==> src/rtl/y86_pkg.sv <==
// Shared definitions for the Y86-64 SEQ controller: status codes, icodes,
// sequencer state encoding and stage-enable bit positions.
package y86_pkg;

  typedef enum logic [2:0] {
    STAT_AOK = 3'd1,
    STAT_HLT = 3'd2,
    STAT_ADR = 3'd3,
    STAT_INS = 3'd4
  } stat_e;

  localparam logic [3:0] I_HALT   = 4'h0;
  localparam logic [3:0] I_RMMOVQ = 4'h4;
  localparam logic [3:0] I_MRMOVQ = 4'h5;
  localparam logic [3:0] I_CALL   = 4'h8;
  localparam logic [3:0] I_RET    = 4'h9;
  localparam logic [3:0] I_PUSHQ  = 4'hA;
  localparam logic [3:0] I_POPQ   = 4'hB;

  typedef enum logic [2:0] {
    S_IDLE      = 3'd0,
    S_FETCH     = 3'd1,
    S_DECODE    = 3'd2,
    S_EXECUTE   = 3'd3,
    S_MEMORY    = 3'd4,
    S_WRITEBACK = 3'd5,
    S_PCUPD     = 3'd6,
    S_HALTED    = 3'd7
  } state_e;

  localparam int EN_FETCH = 0;
  localparam int EN_DEC   = 1;
  localparam int EN_EXE   = 2;
  localparam int EN_MEM   = 3;
  localparam int EN_WB    = 4;
  localparam int EN_PCUPD = 5;

  // True for instructions that touch data memory in the MEMORY stage.
  function automatic logic is_mem_icode(input logic [3:0] ic);
    case (ic)
      I_RMMOVQ, I_MRMOVQ, I_CALL, I_RET, I_PUSHQ, I_POPQ: is_mem_icode = 1'b1;
      default:                                           is_mem_icode = 1'b0;
    endcase
  endfunction

endpackage

==> src/rtl/y86_mem_handshake.sv <==
// Data-memory request/acknowledge handshake. The request is held while the
// sequencer sits in a memory-referencing MEMORY cycle; a wait counter bounds
// the wait, and ack/error/timeout are resolved into done/err for the FSM.
module y86_mem_handshake
  import y86_pkg::*;
#(
  parameter int MEM_TIMEOUT = 16
) (
  input  logic clk,
  input  logic rst,
  input  logic active,
  input  logic mem_ack,
  input  logic dmem_err,
  output logic mem_req,
  output logic done,
  output logic err
);

  localparam int WAIT_W = $clog2(MEM_TIMEOUT + 1);
  localparam logic [WAIT_W-1:0] WAIT_LAST = WAIT_W'(MEM_TIMEOUT - 1);

  logic [WAIT_W-1:0] wait_q;
  logic [WAIT_W-1:0] wait_d;

  // active is derived from registered state only, so mem_req stays Moore and
  // falls asynchronously with the sequencer reset.
  assign mem_req = active;

  // Wait counter: 0 in the first MEMORY cycle, counts up while waiting.
  always_comb begin
    wait_d = '0;
    if (active) wait_d = wait_q + WAIT_W'(1);
  end

  // Resolve the handshake; an ack on the final wait cycle beats the timeout.
  always_comb begin
    done = 1'b0;
    err  = 1'b0;
    if (active) begin
      if (mem_ack) begin
        done = ~dmem_err;
        err  = dmem_err;
      end else if (wait_q == WAIT_LAST) begin
        err = 1'b1;
      end
    end
  end

  // Wait counter register.
  always_ff @(posedge clk or posedge rst) begin
    if (rst) wait_q <= '0;
    else     wait_q <= wait_d;
  end

endmodule

==> src/rtl/y86_seq_controller.sv <==
// Multi-cycle stage sequencer for the Y86-64 SEQ core: one stage per clock,
// data-memory handshake, architectural status tracking, HALTED state and
// cycle / retired-instruction counters. All outputs are Moore.
module y86_seq_controller
  import y86_pkg::*;
#(
  parameter int CNT_W       = 32,
  parameter int MEM_TIMEOUT = 16
) (
  input  logic             clk,
  input  logic             rst,
  input  logic             start,
  input  logic             stop_req,
  input  logic [3:0]       icode,
  input  logic             instruct_err,
  input  logic             imem_err,
  input  logic             mem_ack,
  input  logic             dmem_err,
  output logic [5:0]       stage_en,
  output logic             mem_req,
  output logic             pc_we,
  output logic [2:0]       stat,
  output logic             halted,
  output logic             busy,
  output logic [CNT_W-1:0] cycle_count,
  output logic [CNT_W-1:0] instr_count
);

  state_e           state_q, state_d;
  stat_e            stat_q, stat_d;
  logic [3:0]       icode_q, icode_d;
  logic             stop_q, stop_d;
  logic [CNT_W-1:0] cycle_q, cycle_d;
  logic [CNT_W-1:0] instr_q, instr_d;

  logic mem_active;
  logic hs_done;
  logic hs_err;

  assign mem_active = (state_q == S_MEMORY) && is_mem_icode(icode_q);

  y86_mem_handshake #(
    .MEM_TIMEOUT(MEM_TIMEOUT)
  ) u_mem_hs (
    .clk     (clk),
    .rst     (rst),
    .active  (mem_active),
    .mem_ack (mem_ack),
    .dmem_err(dmem_err),
    .mem_req (mem_req),
    .done    (hs_done),
    .err     (hs_err)
  );

  // Next-state logic: stage sequencing, error routing into HALTED, status.
  always_comb begin
    state_d = state_q;
    stat_d  = stat_q;
    icode_d = icode_q;
    case (state_q)
      S_IDLE: if (start) state_d = S_FETCH;
      S_FETCH: begin
        icode_d = icode;
        if (imem_err) begin
          state_d = S_HALTED;
          stat_d  = STAT_ADR;
        end else if (instruct_err) begin
          state_d = S_HALTED;
          stat_d  = STAT_INS;
        end else if (icode == I_HALT) begin
          state_d = S_HALTED;
          stat_d  = STAT_HLT;
        end else begin
          state_d = S_DECODE;
        end
      end
      S_DECODE:  state_d = S_EXECUTE;
      S_EXECUTE: state_d = S_MEMORY;
      S_MEMORY: begin
        if (!mem_active) begin
          state_d = S_WRITEBACK;
        end else if (hs_err) begin
          state_d = S_HALTED;
          stat_d  = STAT_ADR;
        end else if (hs_done) begin
          state_d = S_WRITEBACK;
        end
      end
      S_WRITEBACK: state_d = S_PCUPD;
      S_PCUPD:     state_d = (stop_q || stop_req) ? S_IDLE : S_FETCH;
      S_HALTED:    state_d = S_HALTED;
      default:     state_d = S_IDLE;
    endcase
  end

  // Sticky stop request and the two wrap-around counters.
  always_comb begin
    stop_d  = stop_q | (stop_req & busy);
    if (state_d == S_FETCH) stop_d = 1'b0;
    cycle_d = cycle_q;
    if (busy) cycle_d = cycle_q + CNT_W'(1);
    instr_d = instr_q;
    if (state_q == S_PCUPD) instr_d = instr_q + CNT_W'(1);
  end

  // Output decode from the current state.
  always_comb begin
    stage_en = '0;
    case (state_q)
      S_FETCH:     stage_en[EN_FETCH] = 1'b1;
      S_DECODE:    stage_en[EN_DEC]   = 1'b1;
      S_EXECUTE:   stage_en[EN_EXE]   = 1'b1;
      S_MEMORY:    stage_en[EN_MEM]   = 1'b1;
      S_WRITEBACK: stage_en[EN_WB]    = 1'b1;
      S_PCUPD:     stage_en[EN_PCUPD] = 1'b1;
      default:     stage_en = '0;
    endcase
  end

  assign pc_we       = stage_en[EN_PCUPD];
  assign stat        = stat_q;
  assign halted      = (state_q == S_HALTED);
  assign busy        = (state_q != S_IDLE) && (state_q != S_HALTED);
  assign cycle_count = cycle_q;
  assign instr_count = instr_q;

  // State, status and counter registers.
  always_ff @(posedge clk or posedge rst) begin
    if (rst) begin
      state_q <= S_IDLE;
      stat_q  <= STAT_AOK;
      icode_q <= '0;
      stop_q  <= 1'b0;
      cycle_q <= '0;
      instr_q <= '0;
    end else begin
      state_q <= state_d;
      stat_q  <= stat_d;
      icode_q <= icode_d;
      stop_q  <= stop_d;
      cycle_q <= cycle_d;
      instr_q <= instr_d;
    end
  end

endmodule
==> config.mk <==
export PLATFORM = sky130hd
export DESIGN_NAME = y86_seq_controller
export DESIGN_NICKNAME = d
export VERILOG_FILES = /design/src/rtl/y86_pkg.sv /design/src/rtl/y86_mem_handshake.sv /design/src/rtl/y86_seq_controller.sv
export SDC_FILE = /design/constraint.sdc
export NUM_CORES = 1
export LEC_CHECK = 0
export BUFFER_PORTS_ARGS = -buffer_cell sky130_fd_sc_hd__buf_2
export CORE_MARGIN = 2
export CORE_UTILIZATION = 36
export CTS_CLUSTER_SIZE = 12
export DETAILED_ROUTE_END_ITERATION = 6
export GPL_ROUTABILITY_DRIVEN = 0
export SETUP_SLACK_MARGIN = 0.2
export SYNTH_ARGS = -nofsm -noshare
export SYNTH_HDL_FRONTEND = slang
export SYNTH_SLANG_ARGS = --single-unit
==> constraint.sdc <==
create_clock -name clk -period 2.56 [get_ports clk]
set_input_delay 0.512 -clock clk [delete_from_list [all_inputs] [get_ports clk]]
set_output_delay 0.512 -clock clk [all_outputs]
set_load 0.01 [all_outputs]
After elaboration in Yosys (flattened, before gate mapping)
Index checks and enable logic that the tools add are counted.
{"block": "totals", "word_cells": 70, "register_bits": 80, "mem_bits_ro": 0, "output_inout_bits": 77, "latchBits": 0, "ramBits": 0, "mem_count": 0, "inputBits": 12}
{"block": "op_classes", "n_div": 0, "n_mux": 29, "n_eq_ne": 19, "bitwise_logic": 3, "magnitude_cmp": 0, "multipliers": 0, "reduce_logical": 9, "shift": 0, "add_sub_neg": 3}
{"op": "$add A32 B1 Y32 const B", "count": 2}
{"op": "$mux W3", "count": 12}
{"op": "$pmux W3 S8", "count": 1}
{"op": "$eq A4 B4 Y1 const B", "count": 4}
{"op": "$mux W1", "count": 14}
{"op": "$eq A3 B3 Y1 const B", "count": 4}
{"op": "$eq A4 B3 Y1 const B", "count": 2}
{"op": "$eq A3 B1 Y1 const B", "count": 2}
{"op": "$eq A3 B2 Y1 const B", "count": 2}
{"op": "$pmux W3 S2", "count": 1}
{"op": "$reduce_or A6 Y1", "count": 1}
{"op": "$add A5 B1 Y5 const B", "count": 1}
{"op": "$eq A5 B4 Y1 const B", "count": 1}
{"op": "$mux W5", "count": 1}
{"op": "$logic_not A4 Y1", "count": 1}
{"op": "$ne A2 B2 Y1 const B", "count": 2}
{"op": "$ne A4 B4 Y1 const B", "count": 1}
{"op": "$reduce_and A4 Y1", "count": 1}
{"op": "$logic_not A3 Y1", "count": 1}
{"op": "$ne A3 B3 Y1 const B", "count": 1}
{"op": "$reduce_bool A3 Y1", "count": 1}
{"op": "$logic_and A1 B1 Y1", "count": 2}
{"op": "$reduce_bool A2 Y1", "count": 1}
{"op": "$and A1 B1 Y1", "count": 1}
{"op": "3 further kinds", "count": 3}

Depth between registers and ports, before layout
{"block": "logic_depth", "word_depth": 11, "mapped_depth": 8, "ltp_nobuf": 7}

Modules after synthesis
Synthesis repeated with hierarchy kept, for this count alone.
{"block": "unflattened", "cells_unflattened": 333, "hier_area_um2": 3666.0}
{"mod": "y86_seq_controller", "area_each_um2": 3409.5, "cells_per_inst": 310, "seq_area_each_um2": 1853.0, "instances": 1}
{"mod": "y86_mem_handshake", "area_each_um2": 256.5, "cells_per_inst": 23, "seq_area_each_um2": 125.1, "instances": 1}

Worst setup path before layout
No wires, ideal clock.
{"block": "synth_path", "path_type": "reg-to-reg", "start": "register u_mem_hs.wait_q[0]", "end": "register stat_q[1] (netlist: stat[1])", "period_less_slack_ns": 1.823, "required_ns": 2.435, "path_slack_ns": 0.737, "path_buffers": 0, "setup_time_ns": 0.125, "t_arrival_ns": 1.698, "path_stages_with_launch": 7, "path_cell_list": "dfrtp_1 -> ha_1 -> and3_1 -> ha_1 -> mux2i_1 -> a2bb2oi_2 -> mux2_2"}
{"block": "synth_between", "elab_chain_len": 6}
{"item": "start, declared", "line_no": "y86_mem_handshake.sv:22", "source": "logic [WAIT_W-1:0] wait_q;"}
{"item": "start signal, assigned", "line_no": "y86_mem_handshake.sv:52", "source": "else wait_q <= wait_d;"}
{"item": "$eq A5 B4 Y1", "line_no": "y86_mem_handshake.sv:43", "source": "end else if (wait_q == WAIT_LAST) begin"}
{"item": "$mux W1", "line_no": "y86_mem_handshake.sv:43"}
{"item": "$mux W1", "line_no": "y86_mem_handshake.sv:40", "source": "if (mem_ack) begin"}
{"item": "$mux W1", "line_no": "y86_mem_handshake.sv:39", "source": "if (active) begin"}
{"item": "$ne A2 B2 Y1 (no line)"}
{"item": "$reduce_and A4 Y1 (no line)"}
{"item": "end signal, assigned", "line_no": "y86_seq_controller.sv:138", "source": "stat_q <= stat_d;"}
{"item": "end, declared", "line_no": "y86_seq_controller.sv:30", "source": "stat_e stat_q, stat_d;"}
No other way between the ends.
A chain may end at the register's enable or synchronous reset.

Final worst setup path
{"block": "layout_path", "start": "register state_q[2]", "end": "output busy"}
{"block": "layout_between", "elab_chain_len": 2, "elab_cells_between_ends": 3, "classes_between": "eq/ne: 1; reduce/logical: 2"}
{"item": "start, declared", "line_no": "y86_seq_controller.sv:29", "source": "state_e state_q, state_d;"}
{"item": "start signal, assigned", "line_no": "y86_seq_controller.sv:137", "source": "state_q <= state_d;"}
{"item": "$ne A3 B3 Y1 / $reduce_bool A3 Y1 (equally long branches)", "line_no": "y86_seq_controller.sv:123", "source": "assign busy = (state_q != S_IDLE) && (state_q != S_HALTED);"}
{"item": "$logic_and A1 B1 Y1 (*)", "line_no": "y86_seq_controller.sv:123"}
{"item": "end, declared", "line_no": "y86_seq_controller.sv:24", "source": "output logic busy,"}
Every way passes the cells marked *; elsewhere a longest branch is shown, timed or not.

==> impl_metrics.toml <==
[routing]
post-route-drc-count = 0
wl_um = 7355
drt_iter0_markers = 71
antenna_violating_nets_post_route = 0
vias = 2567
wl_per_cell_um = 13.40
vias_per_cell = 4.676
firstDrtPassIters = 4

[synth]
synth_nets = 334
syn_avg_cell_area_um2 = 11.39
synth-seq-area-share = 0.5463
ys_warn_count = 0
yosysTopAreaCellShare = 0.5390
synth_edf_count = 0
synthTopCellsByArea = "dfrtp_1 (54%), xnor2_1 (11%), xor2_1 (4.1%), nand3_1 (3.9%), nand2_1 (2.8%)"
synth_ff_type = "dfrtp_1"
yosysUniqueCellTypes = 38
async_reset_ff_frac = 1.000
synthesis.area_mm2 = 0.003621
yosysTopAreaCell = "dfrtp_1"
syn_inst = 318
ys_ff_latch = 79

[cts]
root_buffer = "clkbuf_8"
cts_tree = "done"
cts_max_level = 3
clockBufferDepth = 2
cts_buffers = 9
clock_latency_ns = 0.35
clkSinkCount = 79
cts_setup_buffers = 0
path_clk_slew_ns = 0.08

[global_routing]
grt_pass1_wl_um = 12510
grt_start_max_net_pins = 80
grt_use_total = 0.1436
grt-ovfl-total = 0
antenna_found_initial = 0
grt_pass1_vias = 2524

[setup_path]
ff2ff_path_depth = 5
cp_data_required_time_ns = 2.05
cp.arrival_ns = 1.69
r2r-start = "state_q[0]$_DFF_PP0_"
critical_path.max_fanout = 10
crit_chain = "nor3_2 > nor2_1 > buf_2"
worst_r2r_endpoint = "instr_count[29]$_DFFE_PP0P_"
cp-start-kind = "flip-flop"
critPathKind = "flip-flop to output port"
reg2reg_slack_ns = 0.55
cp_slowest_stage_delay_ns = 0.49
slowest_stage = "dfrtp_1"
endpoint_kind = "output port"

[floorplan]
core-area_mm2 = 0.009774
num_io_pins = 89
die_x_um = 104.3
die_area_mm2 = 0.01088
num_rows = 36
dieHeight_um = 104.3
initial_core_util = 0.3705

[sta]
fin_skew_ns = 0.006282
worst_slew_pin_slew_ns = 0.5442
slew-limit-headroom = 0.6338
setup_viol = 0
whs_ns = 0.2705
setup_slack_ns = 0.3579
hold_violations = 0
min_period_ns = 2.202
fmax_mhz = 454.1
fin_crit_sh = 0.8602
finalSetupTns_ns = 0
grt_setup_unrepaired = "false"
slew_viol_final = 0

[final_layout]
final_common_cell = "buf_2"
drive_gt1_frac = 0.3029
syn2layout_area_growth_pct = 21.63
fin_area_mm2 = 0.004404
mostFrequentLayoutCells = "buf_2 (88), dfrtp_1 (77), xnor2_1 (47)"
final_nets = 427
num_antenna_cells = 0

[place]
placed_area_mm2 = 0.004213
pre_cts_slack_ns = 0.5458
hpwlAfterDp_um = 5316
portBuffers = 88

[worst_hold_path]
holdCritPathClass = "primary input to asynchronous set/reset pin"

[status]
outcome = "complete, no violations"

[pwr]
ir_drop_v = 0.0002586
p_leak_nw = 2.310
power_density_mw_per_mm2 = 504.4

[job]
maxCapViolCount = 0
-- layer usage --
| metal | global-route usage | up-vias | wire [µm] |
|---|---|---|---|
| li1 | - | 1266 | - |
| met1 | 0.2002 | 1226 | 3587 |
| met2 | 0.2031 | 65 | 3288 |
| met3 | 0.04198 | 10 | 349 |
| met4 | 0.06950 | 0 | 129 |
| met5 | 0 | - | 0 |
-- kinds of logic (layout without fill, tap and decap cells) --
group | after synthesis | count (layout) | share of synthesized area
AND/OR/NAND/NOR | 131 | 131 | 0.2087
adder cells (fa/ha/maj) | 4 | 4 | 0.01382
flip-flops | 79 | 79 | 0.5463
AO/OA/AOI/OAI | 12 | 12 | 0.02315
multiplexers | 10 | 10 | 0.03006
buffers and inverters | 18 | 116 | 0.02315
XOR/XNOR | 64 | 64 | 0.1548
-- cells in the mapped netlist (2+ instances only) --
| cell | count |
|---|---|
| ha_1 | 4 |
| xor2_1 | 17 |
| and3_1 | 9 |
| nor3_2 | 4 |
| buf_2 | 4 |
| nand3_1 | 28 |
| dfrtp_1 | 78 |
| xnor2_1 | 47 |
| and2_1 | 6 |
| mux2i_1 | 3 |
| nand4_1 | 12 |
| o21ai_0 | 2 |
| nor3_1 | 7 |
| mux2_2 | 7 |
| nand4_4 | 2 |
| inv_1 | 9 |
| buf_4 | 3 |
| nand2_1 | 27 |
| nand2b_1 | 3 |
| nor4_4 | 2 |
| a21oi_1 | 4 |
| and4_1 | 5 |
| nor2_1 | 20 |
-- cell type report --
cell class | count | area [µm²]
clock inverter | 4 | 45.04
inverter | 10 | 41.29
tap | 133 | 166.4
timing repair buffer | 90 | 467.9
fill | 957 | 5370
clock buffer | 12 | 145.1
sequential | 79 | 1979
multi-input combinational | 221 | 1559
-- metrics by stage --
step / total power [mW] / cells / utilization
6_report: 2.222 / 549 / 0.4506
5_1_grt: 2.320 / 549 / 0.4506
4_1_cts: 2.258 / 549 / 0.4505
3_5_place_dp: 1.329 / 533 / 0.4310
3_3_place_gp: 1.328 / 533 / 0.4310
2_1_floorplan: 1.302 / 318 / -
-- timing repair --
action,4_1_cts,5_1_grt
resized for setup,0,1
endpoints found under the hold margin,0,0
endpoints found under the setup margin,0,2
hold buffers,0,0
-- how the worst max path moves through the flow --
stage,startpoint,slack (ns),to,cells past startpoint
final,state_q[2]$_DFF_PP0_,0.36,busy,3
after global routing,state_q[2]$_DFF_PP0_,0.23,busy,3
after CTS,state_q[1]$_DFF_PP0_,0.30,busy,3
after detailed placement,state_q[1]$_DFF_PP0_,0.55,instr_count[29]$_DFFE_PP0P_,5
after global placement,state_q[0]$_DFF_PP0_,0.60,instr_count[29]$_DFFE_PP0P_,5
after floorplan,u_mem_hs.wait_q[0]$_DFF_PP0_,0.74,stat[1]$_DFFE_PP0P_,6
-- registers in the layout, indices dropped and copies added (netlist names) --
signal           count
cycle_count         32
instr_count         32
u_mem_hs.wait_q      5
icode_q              3
stat                 3
state_q              3
stop_q               1
-- critical path: cells and delay by family (launching register included) --
kind / cells / cell delay [ns]
buf+inv: 1 / 0.18
flops: 1 / 0.49
simple gates: 2 / 0.67
-- where the power goes --
group          switching, mW  internal [mW]  leakage [nW]
Clock                  0.447          0.473         0.100
Combinational         0.0351         0.0160          1.13
Sequential           0.00110           1.25          1.08
Power figures use the tool's default switching activity.
